--- config.mk ---
export PLATFORM = sky130hd
export DESIGN_NAME = cbus_rr_arbiter_flat
export DESIGN_NICKNAME = d
export VERILOG_FILES = /design/src/rtl/cbus_rr_arbiter_pkg.sv /design/src/rtl/cbus_rr_arbiter_if.sv /design/src/rtl/cbus_rr_select.sv /design/src/rtl/cbus_rr_arbiter.sv /design/src/flat_wrapper.sv
export SDC_FILE = /design/constraint.sdc
export NUM_CORES = 1
export LEC_CHECK = 0
export ABC_AREA = 1
export ABC_CLOCK_PERIOD_IN_PS = 1750
export BUFFER_PORTS_ARGS = -buffer_cell sky130_fd_sc_hd__buf_4
export CORE_AREA = 2 2 129 131
export CTS_BUF_LIST = sky130_fd_sc_hd__clkbuf_16
export CTS_CLUSTER_SIZE = 8
export DETAILED_ROUTE_END_ITERATION = 8
export DIE_AREA = 0 0 131 133
export HOLD_SLACK_MARGIN = 0.08
export PLACE_DENSITY = 0.43
export SLEW_MARGIN = 30
export SYNTH_ARGS = -nofsm -noshare
export SYNTH_HDL_FRONTEND = slang
export SYNTH_SLANG_ARGS = --single-unit
--- constraint.sdc ---
create_clock -name clk -period 1.75 [get_ports clk]
set_input_delay 0.175 -clock clk [delete_from_list [all_inputs] [get_ports clk]]
set_output_delay 0.175 -clock clk [all_outputs]
set_load 0.03 [all_outputs]
--- src/rtl/cbus_rr_arbiter_pkg.sv ---
// CBus request/response types and the arbiter's shared constants and helpers.
// Optional feature macro used by the arbiter: CBUS_ARB_ROUND_ROBIN_EN.
package cbus_rr_arbiter_pkg;

    typedef enum logic [1:0] {
        MLEN1 = 2'd0,
        MLEN2 = 2'd1,
        MLEN4 = 2'd2,
        MLEN8 = 2'd3
    } cbus_len_t;

    typedef struct packed {
        logic        valid;
        logic        is_write;
        logic [31:0] addr;
        logic [2:0]  size;
        cbus_len_t   len;
        logic [3:0]  strobe;
        logic [31:0] data;
    } cbus_req_t;

    typedef struct packed {
        logic        ready;
        logic        last;
        logic [31:0] data;
    } cbus_resp_t;

    typedef enum logic {
        ARB_IDLE = 1'b0,
        ARB_BUSY = 1'b1
    } arb_state_t;

    localparam int CBUS_ARB_NUM_INPUTS = 2;

    // Index width that stays at least one bit even for a single requester.
    function automatic int cbus_arb_idx_w(input int n);
        return (n <= 1) ? 1 : $clog2(n);
    endfunction

endpackage

--- src/rtl/cbus_rr_arbiter_if.sv ---
// Bundles the requester-side and shared-slave-side CBus signals of the arbiter.
// slave: the arbiter's view; master: the requesters plus the shared slave.
interface cbus_rr_arbiter_if
    import cbus_rr_arbiter_pkg::*;
#(
    parameter int N = CBUS_ARB_NUM_INPUTS
);
    cbus_req_t  [N-1:0] ireqs;
    cbus_resp_t [N-1:0] iresps;
    cbus_req_t          oreq;
    cbus_resp_t         oresp;

    modport slave (
        input  ireqs,
        input  oresp,
        output iresps,
        output oreq
    );

    modport master (
        output ireqs,
        output oresp,
        input  iresps,
        input  oreq
    );
endinterface

--- src/rtl/cbus_rr_select.sv ---
// Combinational wrap-around priority scan: first set bit of valid at or after start.
// start must be below N.
module cbus_rr_select #(
    parameter int N     = 2,
    parameter int IDX_W = 1
) (
    input  logic [N-1:0]     valid,
    input  logic [IDX_W-1:0] start,
    output logic             found,
    output logic [IDX_W-1:0] index
);
    logic [IDX_W-1:0] cand [N];
    logic [N-1:0]     hit;

    genvar gi;
    generate
        for (gi = 0; gi < N; gi++) begin : g_rot
            logic [IDX_W:0] sum;
            assign sum       = {1'b0, start} + (IDX_W+1)'(gi);
            assign cand[gi]  = (sum >= (IDX_W+1)'(N)) ? IDX_W'(sum - (IDX_W+1)'(N))
                                                       : sum[IDX_W-1:0];
            assign hit[gi]   = valid[cand[gi]];
        end
    endgenerate

    // Walk from the farthest offset down so the nearest hit overwrites the rest.
    always_comb begin
        found = 1'b0;
        index = '0;
        for (int k = N - 1; k >= 0; k--) begin
            if (hit[k]) begin
                found = 1'b1;
                index = cand[k];
            end
        end
    end
endmodule

--- src/rtl/cbus_rr_arbiter.sv ---
// Shares one CBus master port among NUM_INPUTS requesters, locking each grant until last.
// Define CBUS_ARB_ROUND_ROBIN_EN for round-robin; otherwise lowest index has fixed priority.
module cbus_rr_arbiter
    import cbus_rr_arbiter_pkg::*;
#(
    parameter int NUM_INPUTS = CBUS_ARB_NUM_INPUTS
) (
    input  logic                 clk,
    input  logic                 reset,
    cbus_rr_arbiter_if.slave     bus
);
    localparam int IDX_W = cbus_arb_idx_w(NUM_INPUTS);

    arb_state_t             state_reg;
    logic [IDX_W-1:0]       owner_reg;
    logic [IDX_W-1:0]       start_idx;
    logic [NUM_INPUTS-1:0]  valid_mask;
    logic                   sel_found;
    logic [IDX_W-1:0]       sel_index;
    logic                   release_now;

`ifdef CBUS_ARB_ROUND_ROBIN_EN
    logic [IDX_W-1:0] ptr_reg;
    logic [IDX_W-1:0] ptr_next;
    assign start_idx = ptr_reg;
    assign ptr_next  = (owner_reg == IDX_W'(NUM_INPUTS - 1)) ? '0 : owner_reg + 1'b1;
`else
    assign start_idx = '0;
`endif

    genvar gi;
    generate
        for (gi = 0; gi < NUM_INPUTS; gi++) begin : g_port
            assign valid_mask[gi] = bus.ireqs[gi].valid;
            // Non-owners see an all-zero response, which holds them off.
            assign bus.iresps[gi] = (state_reg == ARB_BUSY && owner_reg == IDX_W'(gi))
                                    ? bus.oresp : '0;
        end
    endgenerate

    assign bus.oreq    = (state_reg == ARB_BUSY) ? bus.ireqs[owner_reg] : '0;
    assign release_now = bus.oresp.ready && bus.oresp.last;

    cbus_rr_select #(
        .N     (NUM_INPUTS),
        .IDX_W (IDX_W)
    ) u_select (
        .valid (valid_mask),
        .start (start_idx),
        .found (sel_found),
        .index (sel_index)
    );

    always_ff @(posedge clk) begin
        if (reset) begin
            state_reg <= ARB_IDLE;
            owner_reg <= '0;
`ifdef CBUS_ARB_ROUND_ROBIN_EN
            ptr_reg   <= '0;
`endif
        end else begin
            case (state_reg)
                ARB_IDLE: begin
                    if (sel_found) begin
                        owner_reg <= sel_index;
                        state_reg <= ARB_BUSY;
                    end
                end
                ARB_BUSY: begin
                    // Only the final beat releases; earlier ready beats keep the lock.
                    if (release_now) begin
                        state_reg <= ARB_IDLE;
`ifdef CBUS_ARB_ROUND_ROBIN_EN
                        ptr_reg   <= ptr_next;
`endif
                    end
                end
                default: state_reg <= ARB_IDLE;
            endcase
        end
    end
endmodule

--- src/flat_wrapper.sv ---
// flat-port wrapper written by rule: the top's interface ports become plain ports
module cbus_rr_arbiter_flat import cbus_rr_arbiter_pkg::*;
#(
    parameter int NUM_INPUTS = CBUS_ARB_NUM_INPUTS
)
  (clk, reset, bus_ireqs, bus_oresp, bus_iresps, bus_oreq);
  cbus_rr_arbiter_if #(.N((2))) bus_i ();
  input  logic clk;
  input  logic reset;
  input wire logic [$bits(bus_i.ireqs)-1:0] bus_ireqs;
  input wire logic [$bits(bus_i.oresp)-1:0] bus_oresp;
  output wire logic [$bits(bus_i.iresps)-1:0] bus_iresps;
  output wire logic [$bits(bus_i.oreq)-1:0] bus_oreq;
  assign bus_i.ireqs = bus_ireqs;
  assign bus_i.oresp = bus_oresp;
  assign bus_iresps = bus_i.iresps;
  assign bus_oreq = bus_i.oreq;
  cbus_rr_arbiter #(.NUM_INPUTS(NUM_INPUTS)) u_core (.clk(clk), .reset(reset), .bus(bus_i));
endmodule
==> flow_summary.ini, run 1 <==
[run_status]
status = finished, final reports clean

[die]
start_util = 0.106
coreArea_sq_um = 16200
die-height_microns = 133
die_x_microns = 131
rows = 47
ioPinCount = 329
die-area_sq_um = 17400

[cts]
hold_buffers = 0
htreeDepth = 1
cts_tree = built
clk_pin_slew_ps = 30
clock_sinks = 2
post_cts_buffers = 0
clk_latency_ps = 220
clockBufferDepth = 2
numCtsBuffers = 3
cts_resized = 0
clock-root-buffer = clkbuf_16

[pwr]
power_density_nw_per_um2 = 428
p_leak_uw = 0.00255
ir_worst_vdd_mv = 0.326

[yosys]
yosysUniqueCellTypes = 17
synth-simple-area-share = 0.504
synth_commonest_cells = nand2_1, nor2_1, a21oi_1
synthXorXnorAreaFrac = 0
async_flop_share = 0
synthAdderAreaFrac = 0
synth_top_area_frac = 0.309
post-synth-top-count-cell = nand2_1
syn_nets = 558
synth_edf_count = 0
synthMuxAreaShare = 0
avgSynthCellArea_sq_um = 4.60
yosys_most_used_dff = dfxtp_1
synth.top_cells.by_area = nand2_1, a21oi_1, nor2_1
ys_seq_area_frac = 0.0234
synth_top_area_cell = nand2_1
synth_seq_cells = 2
syn-cell-area_sq_um = 1710
syn_inst = 372
synth_top_family_by_area = simple AND/OR/NAND/NOR gates
synth_compound_area_frac = 0.254
yosysWarnings = 0

[setup_path]
crit_required_ps = 1570
crit_path_max_fanout = 39
r2r_slack_ps = 810
arrival_ps = 1490
r2r_start = u_core.state_reg
critPathLaunchType = register
rr_worst_depth = 3
worstSetupPathType = reg -> out
critPathCaptureType = primary output
worstReg2RegEnd = u_core.state_reg

[place]
port_buffers = 328
gp_congestion = 0.754
place_area_sq_um = 4330
hpwl_microns = 8790

[global_route]
use_met2 = 0.216
grt.busiest_layer = met2
grt_pass1_vias = 3214
grtUsageTotal = 0.110
grt_max_degree = 55
antenna_found_initial = 0
grt_pass1_wl_microns = 15700
grt_use_met1 = 0.122
gr-total-overflow = 0
use_met3 = 0.0186

[layout]
fill_cells = 1872
diodes = 0
syn_to_final_growth_pct = 157
num-nets-final = 867
fin_area_sq_um = 4410
drive_gt1_frac = 0.535

[detailed_routing]
viasPerCell = 3.75
wl_microns = 10900
final_antenna_net_count = 0
drt_iter0_markers = 129
route.detailed.wl_per_inst_microns = 12.1
drtPass1Iterations = 4
vias = 3369
drc = 0

[sta]
fmax_mhz = 599
period_minus_slack_ps = 1670
tns_ps = 0
timing.final.crit_share = 0.953
finalClockSkew_ps = 0.636
hold_violations = 0
whs_ps = 119
final_max_slew_viol_count = 0
setup_viol = 0
rsz0062_at_grt = false
max_slew_margin = 0.751
worst_pin_slew_ps = 373

[flow_run]
cap_viol_max_count = 0

[min_path]
worstHoldEndpoint = u_core.state_reg
hp-class = in -> reg
min_from = reset
holdPathStages = 2
## cell type report
cell class / instances / area [sq um] / share of cell area
Tap cell: 220 / 275 / 0.0625
Multi-Input combinational cell: 301 / 1300 / 0.295
Clock buffer: 3 / 75.1 / 0.0170
Inverter: 37 / 140 / 0.0318
Sequential cell: 2 / 41.3 / 0.00937
Timing Repair Buffer: 336 / 2580 / 0.585
## layer usage
layer | vias to the layer above | wire length [microns]
met5 | - | 0
met4 | 0 | 125
met3 | 10 | 984
met2 | 177 | 5710
met1 | 1441 | 4080
li1 | 1741 | -
## cell usage in the layout, fill, tap and decap left out
cell	Yosys	routed
a21oi_2	10	10
nand2_2	11	11
clkinv_2	1	1
a21oi_1	66	66
buf_4	7	331
nand3_1	1	1
nand2_1	141	141
dfxtp_2	0	1
nor2_1	69	69
dfxtp_1	2	1
buf_6	8	1
inv_1	35	35
clkbuf_16	0	3
o21ai_0	2	2
buf_12	0	4
inv_2	1	1
o21bai_1	1	1
## worst max path at each step
| stage | cells past startpoint | start | endpoint | slack (ps) |
|---|---|---|---|---|
| 2_1_floorplan | 5 | u_core.state_reg | bus_oreq[44] | 320 |
| 3_3_place_gp | 4 | u_core.state_reg | bus_oreq[54] | 270 |
| 3_5_place_dp | 5 | u_core.owner_reg | bus_oreq[74] | 290 |
| 4_1_cts | 5 | u_core.owner_reg | bus_oreq[74] | 50 |
| 5_1_grt | 4 | u_core.state_reg | bus_oreq[54] | 10 |
| 6_report | 4 | u_core.state_reg | bus_oreq[54] | 80 |
## logic make-up (layout without fill, tap and decap cells)
family	Yosys count	in the layout
simple gates	222	222
flops	2	2
compound gates	79	79
buf+inv	69	376
## where the power goes
part | switching, uW | total (uW) | internal [uW]
combinational | 847 | 1490 | 640
sequential | 7.11 | 57.4 | 50.3
clock | 51.7 | 342 | 291
total | 905 | 1890 | 980
## critical path, cell delays in order, from the launching register on
cell	delay (ps)
dfxtp_1	430
inv_2	170
buf_12	210
a21oi_1	220
buf_4	200
## per-stage QoR
stage,worst slack [ps],total power [uW],instances,utilization
final,81.6,1890,899,0.272
after floorplan,322,862,372,-
after global routing,9.61,2010,899,0.272
after detailed placement,286,1560,896,0.268
after global placement,266,1560,896,0.268
after CTS,49.2,1910,899,0.272
Note: power is estimated with default switching activity, not from simulation.
==> run 2: changes to the inputs <==
--- a/config.mk
+++ b/config.mk
@@ -5,14 +5,13 @@
 export SDC_FILE = /design/constraint.sdc
 export NUM_CORES = 1
 export LEC_CHECK = 0
-export ABC_AREA = 1
 export ABC_CLOCK_PERIOD_IN_PS = 1750
 export BUFFER_PORTS_ARGS = -buffer_cell sky130_fd_sc_hd__buf_4
-export CORE_AREA = 2 2 129 131
+export CORE_AREA = 2 2 128 130
 export CTS_BUF_LIST = sky130_fd_sc_hd__clkbuf_16
 export CTS_CLUSTER_SIZE = 8
 export DETAILED_ROUTE_END_ITERATION = 8
-export DIE_AREA = 0 0 131 133
+export DIE_AREA = 0 0 130 132
 export HOLD_SLACK_MARGIN = 0.08
 export PLACE_DENSITY = 0.43
 export SLEW_MARGIN = 30
==> flow_summary.ini, run 2 <==
[yosys]
synth_edf_count = 0
syn-cell-area_sq_um = 1670
avgSynthCellArea_sq_um = 6.59
synth.top_cells.by_area = mux2i_1, nor2_1, and2_1
synth_commonest_cells = mux2i_1, nor2_1, and2_1, and3_1, clkbuf_1
syn_inst = 254
yosysUniqueCellTypes = 14
yosys_most_used_dff = dfxtp_1
synth_top_area_frac = 0.448
yosysWarnings = 0
synth_top_area_cell = mux2i_1
ys_seq_area_frac = 0.0239
async_flop_share = 0
synth_seq_cells = 2
syn_nets = 440

[global_route]
grt_pass1_vias = 3002
grtUsageTotal = 0.109
antenna_found_initial = 0
grt_max_degree = 74
gr-total-overflow = 0
grt_pass1_wl_microns = 15400

[setup_path]
cpMostUsedCell = buf_4
worstSetupPathType = reg -> out
critPathCaptureType = primary output
slowest_delay_ps = 400
path_cells = buf_4 -> mux2i_1 -> nor2_1 -> buf_4
crit_path_max_fanout = 37
cpMaxStageDelayCell = buf_4
arrival_ps = 1520
crit_required_ps = 1570
critPathLaunchType = register

[cts]
clock-root-buffer = clkbuf_16
clk_latency_ps = 220
htreeDepth = 1
clk_pin_slew_ps = 30
hold_buffers = 0
cts_tree = built
clock_sinks = 2
post_cts_buffers = 0
numCtsBuffers = 3
clockBufferDepth = 2

[layout]
diodes = 0
syn_to_final_growth_pct = 164
mostFrequentLayoutCell = buf_4
fill_cells = 1760
fin_area_sq_um = 4420
mostFrequentLayoutCells = buf_4, nor2_1, mux2i_1, and2_1, and3_1
num-nets-final = 751
drive_gt1_frac = 0.603

[die]
coreArea_sq_um = 15700
start_util = 0.107
die-area_sq_um = 17200
rows = 46
ioPinCount = 329
die_x_microns = 130
die-height_microns = 132

[sta]
tns_ps = 0
fmax_mhz = 589
timing.final.crit_share = 0.969
finalClockSkew_ps = 3.58
rsz0062_at_grt = true
setup_ws_ps = 53.4
worst_pin_slew_ps = 456
max_slew_margin = 0.696
period_minus_slack_ps = 1700
setup_viol = 0
hold_violations = 0
final_max_slew_viol_count = 0

[detailed_routing]
drc = 0
drt_iter0_markers = 98
vias = 2943
viasPerCell = 3.77
drtPass1Iterations = 4
final_antenna_net_count = 0
wl_microns = 10500
route.detailed.wl_per_inst_microns = 13.4

[place]
dpl_worst_slack_ps = 163
port_buffers = 328
hpwl_microns = 8840
gp_congestion = 0.833
place_area_sq_um = 4330

[run_status]
status = finished, final reports clean

[pwr]
p_leak_uw = 0.00240
total_power_uw = 1850
power_density_nw_per_um2 = 418
ir_worst_vdd_mv = 0.225

[flow_run]
cap_viol_max_count = 0

[min_path]
hp-class = in -> reg
run 2: cell type report:
cell class | count | area [sq um] | share of cell area
well taps | 216 | 270 | 0.0612
multi-input cells | 223 | 1500 | 0.339
clock buffers | 3 | 75.1 | 0.0170
inverters | 2 | 7.51 | 0.00170
repair buffers | 333 | 2520 | 0.570
flip-flops and latches | 2 | 43.8 | 0.00991
clock inverters | 1 | 3.75 | 0.000849
run 2: per-layer routing:
layer	vias to the layer above	global-route usage	share of wire
met5	-	0	0
met4	0	0.0281	0.016
met3	16	0.0219	0.084
met2	167	0.220	0.55
met1	1289	0.109	0.35
li1	1471	-	-
run 2: worst max-delay path, delay by kind of cell (launching register included):
kind	cells	cell delay [ps]
buffers and inverters	2	580
flip-flops	1	360
multiplexers	1	260
AND/OR/NAND/NOR	1	60
run 2: timing repair:
action | 4_1_cts | 5_1_grt
endpoints found under the setup margin | 34 | 5
gates resized for setup | 1 | 2
pin swaps | 0 | 0
endpoints found under the hold margin | 0 | 0
run 2: worst paths after layout:
| check | startpoint | endpoint | slack, ps | cells past startpoint |
|---|---|---|---|---|
| setup / recovery | u_core.owner_reg | bus_oreq[18] | 50 | 4 |
| hold / removal | reset | u_core.state_reg | 130 | 2 |
| setup reg to reg | u_core.owner_reg | u_core.owner_reg | 530 | 3 |
| hold reg to reg | u_core.owner_reg | u_core.owner_reg | 810 | 3 |
run 2: through the flow:
step	instances	utilization	hold WS (ps)
2_1_floorplan	254	-	253
3_3_place_gp	776	0.275	351
6_report	780	0.281	133
4_1_cts	780	0.281	130
3_5_place_dp	776	0.275	358
5_1_grt	780	0.281	142
run 2: cells by family (layout without fill, tap and decap cells):
group           after synthesis  after routing  synth area share
flops                         2              2            0.0239
compound gates                2              2            0.0105
buf+inv                      29            339            0.0837
simple gates                146            146             0.433
mux                          75             75             0.448
run 2: power by group:
part,internal (uW),switching [uW],total (uW)
Combinational,668,777,1440
Sequential,49.2,4.13,53.3
Clock,294,57.1,351
==> run 3: changes to the inputs <==
--- a/config.mk
+++ b/config.mk
@@ -8,7 +8,7 @@
 export ABC_CLOCK_PERIOD_IN_PS = 1750
 export BUFFER_PORTS_ARGS = -buffer_cell sky130_fd_sc_hd__buf_4
 export CORE_AREA = 2 2 128 130
-export CTS_BUF_LIST = sky130_fd_sc_hd__clkbuf_16
+export CTS_BUF_LIST = sky130_fd_sc_hd__clkbuf_4
 export CTS_CLUSTER_SIZE = 8
 export DETAILED_ROUTE_END_ITERATION = 8
 export DIE_AREA = 0 0 130 132
==> flow_summary.ini, run 3 (synthesized netlist as in run 2, its figures left out) <==
[sta]
max_slew_margin = 0.696
setup_ws_ps = 40.8
hold_violations = 0
whs_ps = 125
finalClockSkew_ps = 11.2
timing.final.crit_share = 0.977
period_minus_slack_ps = 1710
rsz0062_at_grt = true
worst_pin_slew_ps = 456
final_max_slew_viol_count = 0
fmax_mhz = 585
setup_viol = 0
tns_ps = 0

[pwr]
p_sw_uw = 814
pwr-share-comb = 0.885
ir_worst_vdd_mv = 0.167
p_seq_frac = 0.033
p_leak_uw = 0.00238
power_switching_share = 0.499
clock_power_share = 0.082
internal_power_uw = 818
power_density_nw_per_um2 = 373

[run_status]
status = finished, final reports clean

[detailed_routing]
drt_iter0_markers = 82
vias = 2946
route.detailed.wl_per_inst_microns = 13.4
drtPass1Iterations = 4
final_antenna_net_count = 0
drc = 0
viasPerCell = 3.78
wl_microns = 10500

[setup_path]
cpMostUsedCell = buf_4
crit_required_ps = 1570
critPathLaunchType = register
r2r_start = u_core.owner_reg
slowest_delay_ps = 390
path_cells = buf_4 -> mux2i_1 -> nor2_1 -> buf_4
cpMaxStageDelayCell = buf_4
worstReg2RegEnd = u_core.owner_reg
critPathLaunch = u_core.owner_reg
rr_worst_depth = 3
critPathCaptureType = primary output
crit_path_max_fanout = 37
worstSetupPathType = reg -> out
crit_end = bus_oreq[18]
arrival_ps = 1530
r2r_slack_ps = 500

[layout]
num-nets-final = 751
fill_cells = 1761
utilization = 0.278
multiInputGateArea_sq_um = 1500
diodes = 0
ff_latch_area_sq_um = 43.8
syn_to_final_growth_pct = 161
drive_gt1_frac = 0.606
mostFrequentLayoutCells = buf_4, nor2_1, mux2i_1, and2_1, and3_1
mostFrequentLayoutCell = buf_4

[cts]
htreeDepth = 1
numCtsBuffers = 3
hold_buffers = 0
clk_pin_slew_ps = 40
clockBufferDepth = 2
clock_sinks = 2
clock-root-buffer = clkbuf_4
clk_latency_ps = 230
cts_tree = built

[global_route]
use_met3 = 0.0195
grtUsageTotal = 0.108
grt_use_met1 = 0.109
antenna_found_initial = 0
use_met2 = 0.220
grt_max_degree = 74
grt_pass1_vias = 2988
grt.busiest_layer = met2
gr-total-overflow = 0
grt_pass1_wl_microns = 15300

[place]
dpl_worst_slack_ps = 163
hpwl_microns = 8840
gp_congestion = 0.833
port_buffers = 328

[min_path]
hp-class = in -> reg
holdPathStages = 2

[die]
die-area_sq_um = 17200
coreArea_sq_um = 15700
rows = 46
start_util = 0.107
die_x_microns = 130
die-height_microns = 132
ioPinCount = 329

[flow_run]
cap_viol_max_count = 0
-- run 3: layer usage --
metal	vias up	part of all wire
met5	-	0
met4	0	0.018
met3	18	0.084
met2	169	0.56
met1	1288	0.34
li1	1471	-
-- run 3: critical path: cells and delay by family, from the launching register on --
kind / cells / cell delay [ps]
buf+inv: 2 / 570
flops: 1 / 360
mux: 1 / 260
simple gates: 1 / 60
-- run 3: per-stage QoR --
stage	total power [uW]	instances	area, sq um
finish	1630	780	4370
global route	1740	780	4370
CTS	1640	780	4360
detailed placement	1510	776	4330
global placement	1500	776	4330
floorplan	817	254	1670
-- run 3: final cells by class --
type,instances,area share
timing repair buffer,333,0.576
inverter,2,0.00172
tap,216,0.0618
clock buffer,4,0.00686
sequential,2,0.0100
multi-input combinational,223,0.344
-- run 3: worst min path at each step --
stage	end	from
floorplan	u_core.state_reg	reset
global route	u_core.owner_reg	reset
CTS	u_core.state_reg	reset
finish	u_core.owner_reg	reset
detailed placement	u_core.state_reg	reset
global placement	u_core.owner_reg	reset
-- run 3: power groups by stage --
stage / Combinational, uW / Sequential, uW / Clock, uW
after global placement: 1450 / 52.9 / 0
after floorplan: 765 / 51.5 / 0
final: 1450 / 53.1 / 134
after global routing: 1540 / 53.5 / 154
after detailed placement: 1450 / 53.2 / 0
after CTS: 1460 / 52.6 / 135
-- run 3: what timing repair did --
action | in CTS | in global routing
resized for setup | 1 | 3
setup buffers | 0 | 0
endpoints found under the setup margin | 34 | 45
